<file path="src/rtl/bus_trace_uart.sv">
// Passive bus tracer: each completed 8088 bus cycle becomes a 4-byte record, queued and sent out an 8N1 UART.
// Optional build macro TRACE_MEM_READ_EN enables capture of memory-read (mrdc_n) cycles.
module bus_trace_uart #(
   parameter int CLK_DIV    = 434,
   parameter int FIFO_DEPTH = 16
) (
   input  logic        clk,
   input  logic        rst,
   input  logic        cap_en,
   input  logic [19:0] cpu_addr,
   input  logic [7:0]  bus_data,
   input  logic        mrdc_n,
   input  logic        mwtc_n,
   input  logic        iorc_n,
   input  logic        iowc_n,
   output logic        trace_tx,
   output logic        overflow,
   output logic        busy
);

   localparam int AW = $clog2(FIFO_DEPTH);
   localparam int CW = (CLK_DIV > 2) ? $clog2(CLK_DIV) : 1;
   localparam logic [CW-1:0] BAUD_RELOAD = CW'(CLK_DIV - 1);

   localparam logic [2:0] S_IDLE  = 3'd0;
   localparam logic [2:0] S_LOAD  = 3'd1;
   localparam logic [2:0] S_START = 3'd2;
   localparam logic [2:0] S_DATA  = 3'd3;
   localparam logic [2:0] S_STOP  = 3'd4;

   // Strobe vector is indexed by record type code.
   logic [3:0]  s_in, s_q, fall;
   logic        pend_q, pend_d;
   logic [1:0]  ptype_q, ptype_d;
   logic [19:0] paddr_q, paddr_d;
   logic        push, rise_pend;
   logic [29:0] rec_in;

   assign s_in = {iowc_n, iorc_n, mwtc_n, mrdc_n};
`ifdef TRACE_MEM_READ_EN
   assign fall = s_q & ~s_in;
`else
   assign fall = s_q & ~s_in & 4'b1110;
`endif
   assign rec_in    = {ptype_q, paddr_q, bus_data};
   assign rise_pend = pend_q & ~s_q[ptype_q] & s_in[ptype_q];

   always_comb begin
      pend_d  = pend_q;
      ptype_d = ptype_q;
      paddr_d = paddr_q;
      push    = 1'b0;
      if (rise_pend) begin
         pend_d = 1'b0;
         push   = cap_en;
      end else if (!pend_q && (|fall)) begin
         pend_d  = 1'b1;
         paddr_d = cpu_addr;
         if (fall[1])      ptype_d = 2'b01;
         else if (fall[0]) ptype_d = 2'b00;
         else if (fall[3]) ptype_d = 2'b11;
         else              ptype_d = 2'b10;
      end
   end

   logic [29:0] mem_q [FIFO_DEPTH];
   logic [AW:0] wr_q, wr_d, rd_q, rd_d;
   logic        empty, full, pop, wr_en, drop;

   assign empty = (wr_q == rd_q);
   assign full  = (wr_q[AW] != rd_q[AW]) && (wr_q[AW-1:0] == rd_q[AW-1:0]);
   assign wr_en = push && (!full || pop);
   assign drop  = push && full && !pop;
   assign wr_d  = wr_q + {{AW{1'b0}}, wr_en};
   assign rd_d  = rd_q + {{AW{1'b0}}, pop};

   always_ff @(posedge clk) begin
      if (wr_en) mem_q[wr_q[AW-1:0]] <= rec_in;
   end

   logic [2:0]    state_q, state_d;
   logic [CW-1:0] cnt_q, cnt_d;
   logic [2:0]    bit_q, bit_d;
   logic [1:0]    idx_q, idx_d;
   logic [29:0]   rec_q, rec_d;
   logic [7:0]    sh_q, sh_d;
   logic          tx_q, tx_d, busy_q, busy_d, ovf_q;

   assign pop = (state_q == S_IDLE) && !empty;

   always_comb begin
      state_d = state_q;
      cnt_d   = cnt_q;
      bit_d   = bit_q;
      idx_d   = idx_q;
      rec_d   = rec_q;
      sh_d    = sh_q;
      case (state_q)
         S_IDLE: begin
            if (!empty) begin
               rec_d   = mem_q[rd_q[AW-1:0]];
               idx_d   = 2'd0;
               cnt_d   = BAUD_RELOAD;
               state_d = S_LOAD;
            end
         end
         S_LOAD: begin
            case (idx_q)
               2'd0:    sh_d = {rec_q[29:28], 2'b00, rec_q[27:24]};
               2'd1:    sh_d = rec_q[23:16];
               2'd2:    sh_d = rec_q[15:8];
               default: sh_d = rec_q[7:0];
            endcase
            cnt_d   = BAUD_RELOAD;
            state_d = S_START;
         end
         S_START: begin
            if (cnt_q == '0) begin
               cnt_d   = BAUD_RELOAD;
               bit_d   = 3'd0;
               state_d = S_DATA;
            end else begin
               cnt_d = cnt_q - CW'(1);
            end
         end
         S_DATA: begin
            if (cnt_q == '0) begin
               cnt_d = BAUD_RELOAD;
               sh_d  = {1'b0, sh_q[7:1]};
               if (bit_q == 3'd7) state_d = S_STOP;
               else               bit_d   = bit_q + 3'd1;
            end else begin
               cnt_d = cnt_q - CW'(1);
            end
         end
         S_STOP: begin
            // Between bytes the stop bit ends one cycle early so LOAD fills it: no gap in the record.
            if (idx_q != 2'd3 && cnt_q == CW'(1)) begin
               idx_d   = idx_q + 2'd1;
               cnt_d   = BAUD_RELOAD;
               state_d = S_LOAD;
            end else if (cnt_q == '0) begin
               cnt_d   = BAUD_RELOAD;
               state_d = S_IDLE;
            end else begin
               cnt_d = cnt_q - CW'(1);
            end
         end
         default: state_d = S_IDLE;
      endcase
   end

   always_comb begin
      tx_d = 1'b1;
      if (state_q == S_START)     tx_d = 1'b0;
      else if (state_q == S_DATA) tx_d = sh_q[0];
   end

   assign busy_d = (wr_d != rd_d) || (state_d != S_IDLE);

   always_ff @(posedge clk) begin
      if (rst) begin
         s_q     <= '1;
         pend_q  <= 1'b0;
         ptype_q <= '0;
         paddr_q <= '0;
         wr_q    <= '0;
         rd_q    <= '0;
         state_q <= S_IDLE;
         cnt_q   <= '0;
         bit_q   <= '0;
         idx_q   <= '0;
         rec_q   <= '0;
         sh_q    <= '0;
         tx_q    <= 1'b1;
         busy_q  <= 1'b0;
         ovf_q   <= 1'b0;
      end else begin
         s_q     <= s_in;
         pend_q  <= pend_d;
         ptype_q <= ptype_d;
         paddr_q <= paddr_d;
         wr_q    <= wr_d;
         rd_q    <= rd_d;
         state_q <= state_d;
         cnt_q   <= cnt_d;
         bit_q   <= bit_d;
         idx_q   <= idx_d;
         rec_q   <= rec_d;
         sh_q    <= sh_d;
         tx_q    <= tx_d;
         busy_q  <= busy_d;
         ovf_q   <= ovf_q | drop;
      end
   end

   assign trace_tx = tx_q;
   assign overflow = ovf_q;
   assign busy     = busy_q;

endmodule
</file>
<file path="config.mk">
export PLATFORM = sky130hd
export DESIGN_NAME = bus_trace_uart
export DESIGN_NICKNAME = d
export VERILOG_FILES = /design/src/rtl/bus_trace_uart.sv
export SDC_FILE = /design/constraint.sdc
export NUM_CORES = 1
export LEC_CHECK = 0
export BUFFER_PORTS_ARGS = -buffer_cell sky130_fd_sc_hd__buf_2
export CORE_ASPECT_RATIO = 1.4
export CORE_MARGIN = 2
export CORE_UTILIZATION = 67
export CTS_BUF_LIST = sky130_fd_sc_hd__clkbuf_16
export CTS_CLUSTER_DIAMETER = 80
export DETAILED_ROUTE_END_ITERATION = 10
export PLACE_DENSITY = 0.84
export SETUP_SLACK_MARGIN = 0.1
export SLEW_MARGIN = 20
export SYNTH_ARGS = -nofsm -noshare
export SYNTH_HDL_FRONTEND = slang
export SYNTH_SLANG_ARGS = --single-unit
</file>
<file path="constraint.sdc">
create_clock -name clk -period 7.2 [get_ports clk]
set_input_delay 0.36 -clock clk [delete_from_list [all_inputs] [get_ports clk]]
set_output_delay 0.36 -clock clk [all_outputs]
set_load 0.1 [all_outputs]
</file>
==> out/results.ini, run 1 <==
[status]
outcome=finished clean

[setup_path]
crit_path_top_delay_cell=dfxtp_4
crit_top_cell=ha_1
path_cells=xor2_1 -> nor4_4 -> a21bo_2 -> inv_2 -> ha_1 -> ha_1 -> xnor2_1 -> o21ai_0 -> nor3_1 -> a41o_1 -> o311ai_0
crit_required_ns=7.61
start_kind=register
worst-path-buf-inv=1
worstSetupPathType=reg2reg
cp_data_arrival_time_ns=4.24
slowest_delay_ns=0.92
crit_path_max_fanout=60
cpLargestDelayFamily=flip-flops
critPathCaptureType=register

[sta]
relSlewSlack=0.2693
final-setup-viol-count=0
whs_ns=0.01965
grt_setup_unrepaired=false
period_share=0.5314
period_minus_slack_ns=3.826
slew_viol_final=0
fin_setup_tns_ns=0
clock_skew_ns=0.01259
worst_pin_slew_ns=1.093
hold_viol_final=0
clock.fmax_mhz=261.4

[floorplanning]
core_um2=32500
io-pin-count=38
die_width_um=157.9
die-area_um2=34640
die_y_um=219.4
initial_core_util=0.6833
fp-row-count=78

[route]
first_iter_violations=1279
ant_nets=0
post_drt_via_cell_ratio=6.811
drc=0
detail_route.wl_per_cell_um=29.06
dr.pass1.iters=7
via_count=11630
wl_um=49640

[clocking]
clockBufferDepth=3
cts_max_level=2
cts.sinks=575
numCtsBuffers=51
cts_resized=0
clk_latency_ns=0.57
clk_transition_reported_paths_ns=0.07
cts_tree=done
cts.root.buffer_cell=clkbuf_16

[synthesis]
synth_cells=1181
ys_seq_elements=575
syn_area_per_cell_um2=18.80
yosysSeqAreaShare=0.7347
syn-num-nets=1230
synth_warnings=0
async_flop_share=0
yosysUniqueCellTypes=56
synthFlopType=edfxtp_1
syn_area_um2=22210
synth_edf_count=480

[final_layout]
nets=1275
multi_input_area_um2=5628
fin_cells=1708
post-route-util=0.7587
final_layout_size_suffix_gt1_frac=0.2350
diodes=0
area_growth_pct=11.03
seq_area_um2=16320
fin_area_um2=24660
nFillCells=1694

[power]
peakVddDrop_mv=0.2547
leakagePower_nw=7.974
powerDensity_nw_per_um2=305.3

[global_route]
grt_pass1_wl_um=75190
grt_max_degree=79
track_usage=0.3022
grt_antenna_before_repair=1
gr-total-overflow=0
grt_pass1_vias=11960

[place]
place_area_um2=22960
place_congestion=0.7910
dpl.cell_count=1609
io_buffers=37
dpl.hpwl_um=25490

[job]
maxCapViolations=0

[min_path]
holdCritPathClass=in2reg

[Yosys cell counts (5+ instances only)]
cell	instances	area share
xnor2_1	7	0.0028
dfxtp_1	95	0.086
clkbuf_1	39	0.0066
nor3_1	11	0.0025
edfxtp_1	480	0.65
o21ai_0	6	0.0014
ha_1	14	0.0079
nand2_1	10	0.0017
inv_1	15	0.0025
buf_2	19	0.0043
mux2i_1	35	0.016
a221oi_1	30	0.012
a22o_1	30	0.012
a222oi_1	6	0.0027
nand3_1	11	0.0025
buf_1	5	0.00085
nand2b_1	40	0.011
a21oi_1	12	0.0027
a211oi_1	12	0.0041
nor2b_1	9	0.0025
o22ai_1	30	0.0085
xor2_1	10	0.0039
nor2_1	74	0.013
or2_2	6	0.0017
mux4_2	121	0.12
buf_4	5	0.0017
[routing by layer]
metal / routed length (µm) / GRT usage / vias up
li1: - / - / 4885
met1: 17760 / 0.4024 / 5893
met2: 24980 / 0.4897 / 698
met3: 4286 / 0.05075 / 156
met4: 2596 / 0.1506 / 2
met5: 15 / 0 / -
[per-stage QoR]
step	power, mW	setup slack, ns
6_report	7.529	3.374
5_1_grt	7.765	3.104
4_1_cts	7.559	3.359
3_5_place_dp	4.917	3.386
3_3_place_gp	4.882	3.517
2_1_floorplan	4.705	3.081
[final timing paths]
check / start / endpoint / slack [ns] / cells after the start
hold / removal: iowc_n / s_q[3] / 0.02 / 2
setup reg to reg: rd_q[1] / busy / 3.37 / 11
setup / recovery: rd_q[1] / busy / 3.37 / 11
hold reg to reg: overflow / overflow / 0.46 / 2
[report_power, final]
group	leakage, nW	internal, mW	switching, mW	total (mW)
Clock	0.837	1.48	1.19	2.67
Sequential	5.18	3.71	0.134	3.84
Combinational	1.96	0.488	0.527	1.02
[cell families after synthesis]
group / count (synthesis) / synth area share
simple gates: 181 / 0.04214
compound gates: 150 / 0.05223
fa+ha+maj: 14 / 0.007888
xor+xnor: 17 / 0.006704
mux: 156 / 0.1385
buf+inv: 88 / 0.01786
flops: 575 / 0.7347
[flip-flops by register name, summed over array words and instances (netlist names), 4 cells and up]
signal and cells:
rec_q 30, wr_q 5, sh_q 8, paddr_q 20
cnt_q 9, rd_q 5, s_q 4, mem_q 480
[what timing repair did]
action / CTS / global route
hold buffers: 3 / 0
endpoints found under the hold margin: 3 / 0
setup buffers: 0 / 0
[cell usage in the layout, fill, tap and decap left out, types with 3 or more instances in the layout]
| cell type | instances |
|---|---|
| a211oi_1 | 12 |
| a21oi_1 | 11 |
| a221oi_1 | 30 |
| a222oi_1 | 6 |
| a22o_1 | 30 |
| and3_1 | 3 |
| buf_16 | 3 |
| buf_2 | 36 |
| buf_4 | 22 |
| bufinv_16 | 4 |
| clkbuf_16 | 53 |
| clkinv_1 | 6 |
| clkinv_2 | 8 |
| clkinvlp_4 | 7 |
| dfxtp_1 | 93 |
| dlygate4sd3_1 | 3 |
| edfxtp_1 | 480 |
| ha_1 | 14 |
| inv_1 | 27 |
| inv_2 | 3 |
| mux2i_1 | 35 |
| mux4_2 | 121 |
| nand2_1 | 10 |
| nand2b_1 | 39 |
| nand3_1 | 11 |
| nand3b_1 | 3 |
| nor2_1 | 61 |
| nor2_4 | 12 |
| nor2b_1 | 7 |
| nor3_1 | 8 |
| nor3_2 | 3 |
| nor4_1 | 3 |
| o211ai_1 | 3 |
| o21ai_0 | 6 |
| o22ai_1 | 30 |
| or2_2 | 6 |
| or3_1 | 3 |
| xnor2_1 | 7 |
| xor2_1 | 10 |
[layout make-up]
type / count / share of cell area
flip-flops and latches: 575 / 0.6620
multi-input cells: 518 / 0.2282
clock buffers: 53 / 0.05379
well taps: 440 / 0.02233
repair buffers: 64 / 0.01857
clock inverters: 42 / 0.01264
inverters: 16 / 0.002436
No activity file was read; power rests on OpenSTA's default activity.
==> inputs of run 2 (changes only) <==
CORE_UTILIZATION = 62   (was 67)
PLACE_DENSITY = 0.79   (was 0.84)
clock period = 3.54 ns   (was 7.2 ns; I/O delays follow)
==> run 2 against run 1 <==
Compared with the run above: clock skew grew 0.017 ns; setup slack got worse by 3.0 ns; clock power increased by 110%; total power increased by 110%; sequential cell count did not move; final cell count grew 3.8%; register-to-register slack worse by 3.0 ns; worst hold slack better by 0.049 ns; critical endpoint unchanged.
==> out/results.ini, run 2 (synthesis results as in run 1) <==
[global_route]
grt_antenna_before_repair=0
gr-total-overflow=0
track_usage=0.2729
grt_pass1_wl_um=74440
grt_pass1_vias=12100
grt_max_degree=123

[floorplanning]
io-pin-count=38
core_um2=35600
fp-row-count=82
die-area_um2=37370
die_y_um=227.9
die_width_um=164.0
initial_core_util=0.6238

[setup_path]
slowest_delay_ns=0.68
worstSetupPathType=reg2reg
reg2reg_slack_ns=0.42
reg2reg_depth=11
crit_path_top_delay_cell=dfxtp_1
cp_data_arrival_time_ns=3.53
path_cells=xor2_1 -> nor4_4 -> a21bo_2 -> inv_2 -> ha_1 -> ha_1 -> xnor2_1 -> o21ai_0 -> nor3_1 -> a41o_1 -> o311ai_0
cpLargestDelayFamily=simple AND/OR/NAND/NOR gates
r2r-end=busy
crit_top_cell=ha_1
crit_end=busy
path_depth=11
start_kind=register
crit_required_ns=3.95
crit_path_max_fanout=9
critPathCaptureType=register
worst-path-buf-inv=1
crit_start=wr_q[0]
r2r-start=wr_q[0]

[sta]
setup_ws_ns=0.4217
slew_viol_final=0
clock.fmax_mhz=320.7
worst_pin_slew_ns=0.9778
period_minus_slack_ns=3.118
clock_skew_ns=0.02987
hold_viol_final=0
relSlewSlack=0.3452
grt_setup_unrepaired=false
final-setup-viol-count=0
fin_setup_tns_ns=0
period_share=0.8809

[route]
first_iter_violations=1307
drc=0
detail_route.wl_per_cell_um=27.68
ant_nets=0
wl_um=49070
dr.pass1.iters=5
via_count=11630
post_drt_via_cell_ratio=6.559

[clocking]
cts_tree=done
cts_setup_buffers=0
cts.root.buffer_cell=clkbuf_16
cts.sinks=575
clk_latency_ns=0.59
numCtsBuffers=49
clockBufferDepth=3
cts_max_level=2
clk_transition_reported_paths_ns=0.07
cts_hold_buf=32
cts_resized=0

[place]
pre_cts_slack_ns=0.5238
place_congestion=0.8275
dpl.hpwl_um=27280
place_area_um2=23210
io_buffers=37

[final_layout]
nets=1320
area_growth_pct=13.63
post-route-util=0.7088
largest_reg_flops=480
final_layout_size_suffix_gt1_frac=0.2426
fin_area_um2=25240
layout_common_cells=edfxtp_1 (480), mux4_2 (121), dfxtp_1 (93)
final_common_cell=edfxtp_1
diodes=0

[power]
leakagePower_nw=8.178
powerDensity_nw_per_um2=619.7
peakVddDrop_mv=0.4996
power_mw=15.64

[status]
outcome=finished clean

[job]
maxCapViolations=0

[min_path]
holdCritPathClass=in2reg
min-delay-start=rst

[run 2: cell types whose count changed in the layout (fill, tap and decap cells not counted), moves of 3 or more]
cell | before | now
inv_1 | 27 | 19
bufinv_16 | 4 | 9
nor3_4 | 1 | 4
dlygate4sd3_1 | 3 | 32
buf_12 | 0 | 8
clkbuf_16 | 53 | 49
nor3_2 | 3 | 0
clkinv_2 | 8 | 12
buf_4 | 22 | 35
buf_16 | 3 | 0
[run 2: routing by layer]
metal  vias up  part of all wire  track usage
li1       4966                 -            -
met1      5962              0.36       0.3517
met2       555              0.52       0.4605
met3       146             0.074      0.04600
met4         0             0.046       0.1176
met5         -                 0            0
[run 2: where the power goes]
| part | leakage (nW) | internal [mW] | switching, mW | total [mW] |
|---|---|---|---|---|
| registers | 5.18 | 7.54 | 0.230 | 7.77 |
| logic | 2.16 | 1.05 | 1.17 | 2.21 |
| clock network | 0.838 | 3.21 | 2.44 | 5.65 |
[run 2: worst min-delay path by stage]
stage | end | slack [ns] | cells after the start
finish | paddr_q[0] | 0.07 | 2
global placement | s_q[0] | 0.39 | 2
CTS | paddr_q[0] | 0.04 | 2
detailed placement | s_q[0] | 0.40 | 2
global route | paddr_q[0] | 0.08 | 2
floorplan | mem_q[0][0] | 0.28 | 0
[run 2: cell type report]
class | count | area, µm²
multi-input cells | 518 | 5644
fillers | 2094 | 10370
flip-flops and latches | 575 | 16320
clock buffers | 49 | 1226
repair buffers | 111 | 923.4
clock inverters | 42 | 480.5
inverters | 16 | 60.06
well taps | 462 | 578.1
[run 2: metrics by stage]
step / cells / hold slack [ns]
finish: 1773 / 0.06847
global route: 1773 / 0.07612
CTS: 1773 / 0.04301
detailed placement: 1650 / 0.3996
global placement: 1650 / 0.3882
floorplan: 1181 / 0.2759
==> inputs of run 3 (changes only) <==
BUFFER_PORTS_ARGS = -buffer_cell sky130_fd_sc_hd__buf_4   (was -buffer_cell sky130_fd_sc_hd__buf_2)
CELL_PAD_IN_SITES_DETAIL_PLACEMENT = 1   (was default)
CELL_PAD_IN_SITES_GLOBAL_PLACEMENT = 1   (was default)
CORE_UTILIZATION = 55   (was 62)
PLACE_DENSITY = default   (was 0.79)
PLACE_DENSITY_LB_ADDON = 0.1   (was default)
==> run 3 against run 2 <==
Compared with the run above: global-route usage down 1.3 points; utilization is 7.5 points lower; register-to-register slack gained 0.26 ns; clock skew down 0.0096 ns; clock power down 5.5%; via count shrank 1.9%; worst hold slack lost 0.0070 ns; combinational power increased by 3%; setup slack better by 0.26 ns; sequential cell count unchanged; clock-buffer cell count is 5 higher; critical path type unchanged; largest cell class unchanged.
==> out/results.ini, run 3 (synthesis results as in run 1) <==
[floorplanning]
die_width_um=173.8
initial_core_util=0.5544
core_um2=40060
die-area_um2=42020
io-pin-count=38
fp-row-count=87
die_y_um=241.8

[final_layout]
nets=1323
diodes=0
fin_area_um2=25400
largest_reg_flops=480
fin_cells=1850
final_common_cell=edfxtp_1
post-route-util=0.6340
final_layout_size_suffix_gt1_frac=0.2295
area_growth_pct=14.36
layout_common_cells=edfxtp_1 (480), mux4_2 (121), dfxtp_1 (93)

[sta]
worst_pin_slew_ns=0.9232
clock_skew_ns=0.02026
final-setup-viol-count=0
slew_viol_final=0
period_minus_slack_ns=2.858
grt_setup_unrepaired=false
relSlewSlack=0.3818
setup_ws_ns=0.6818
period_share=0.8074
clock.fmax_mhz=349.9
hold_viol_final=0

[place]
io_buffers=37
pre_cts_slack_ns=0.7053
dpl.hpwl_um=30530
dpl.cell_count=1721
place_congestion=0.7549
place_area_um2=23460

[route]
first_iter_violations=1052
via_count=11410
detail_route.wl_per_cell_um=28.68
post_drt_via_cell_ratio=6.168
drc=0
wl_um=53060
ant_nets=0
dr.pass1.iters=5

[clocking]
cts_tree=done
cts.root.buffer_cell=clkbuf_16
numCtsBuffers=53
cts_resized=0
cts.sinks=575
clk_latency_ns=0.58
clk_transition_reported_paths_ns=0.06
clockBufferDepth=3
cts_max_level=2

[setup_path]
reg2reg_slack_ns=0.68
crit_top_cell=ha_1
crit_end=busy
crit_path_top_delay_cell=dfxtp_1
r2r-start=rd_q[3]
cpLargestDelayFamily=simple AND/OR/NAND/NOR gates
reg2reg_depth=11
path_cells=xor2_1 -> nor4_4 -> a21bo_2 -> inv_2 -> ha_1 -> ha_1 -> xnor2_1 -> o21ai_0 -> nor3_1 -> a41o_1 -> o311ai_0
cp_data_arrival_time_ns=3.28
crit_start=rd_q[3]
crit_required_ns=3.96
slowest_delay_ns=0.49
worst-path-buf-inv=1
crit_path_max_fanout=7
worstSetupPathType=reg2reg
path_depth=11
critPathCaptureType=register
r2r-end=busy
start_kind=register

[power]
powerDensity_nw_per_um2=606.5
leakagePower_nw=8.236
peakVddDrop_mv=0.4851
power_mw=15.40

[min_path]
holdCritPathClass=in2reg

[global_route]
grt_antenna_before_repair=0
gr-total-overflow=0
grt_pass1_vias=12470
grt_pass1_wl_um=80320
track_usage=0.2603
grt_max_degree=123

[status]
outcome=finished clean

[job]
maxCapViolations=0

==> run 3: cell types whose count changed in the layout (fill, tap and decap cells not counted), moves of 6 or more <==
| cell | delta |
|---|---|
| buf_2 | -36 |
| buf_4 | +29 |
| inv_1 | +14 |
| clkinv_1 | +7 |
| buf_12 | +6 |
| bufinv_16 | -6 |
| clkinv_2 | -6 |
==> run 3: what timing repair did <==
item                      in CTS  in global routing
hold endpoints to repair     152                  0
setup buffers                  0                  0
hold buffers                  32                  0
==> run 3: layout make-up <==
cell class	count	area [µm²]
clock inverter	43	264.0
tap	534	668.1
inverter	16	60.06
clock buffer	54	1351
sequential	575	16320
fill	3472	14660
multi-input combinational	518	5649
timing repair buffer	110	1081
==> run 3: worst register-to-register path, stage by stage, from the launching register on <==
cell and delay, ns:
dfxtp_1 0.49, xor2_1 0.17, nor4_4 0.46, a21bo_2 0.25
inv_2 0.05, ha_1 0.19, ha_1 0.30, xnor2_1 0.18
o21ai_0 0.11, nor3_1 0.21, a41o_1 0.19, o311ai_0 0.11
==> run 3: layer usage <==
metal | part of all wire | vias up | global-route usage
met4 | 0.042 | 0 | 0.1083
met3 | 0.047 | 127 | 0.03758
met2 | 0.52 | 323 | 0.4507
met1 | 0.39 | 5992 | 0.3314
met5 | 0 | - | 0
li1 | - | 4968 | -
==> run 3: worst min path at each step <==
stage                  end  cells past startpoint        start
6_report          overflow                      5       cap_en
4_1_cts           overflow                      5       cap_en
2_1_floorplan  mem_q[0][0]                      0  bus_data[0]
3_5_place_dp        s_q[0]                      2       mrdc_n
3_3_place_gp        s_q[0]                      2       mrdc_n
5_1_grt           overflow                      5       cap_en
==> run 3: metrics by stage <==
stage,setup TNS [ns],hold WS (ns)
2_1_floorplan,-0.07640,0.2759
5_1_grt,0,0.09790
6_report,0,0.06145
3_5_place_dp,0,0.3836
4_1_cts,0,0.04495
3_3_place_gp,0,0.3797
==> run 3: power breakdown <==
| part | total (mW) | internal (mW) | switching [mW] |
|---|---|---|---|
| Combinational | 2.28 | 1.07 | 1.22 |
| Sequential | 7.78 | 7.55 | 0.235 |
| Clock | 5.34 | 2.96 | 2.37 |
| Total | 15.4 | 11.6 | 3.83 |
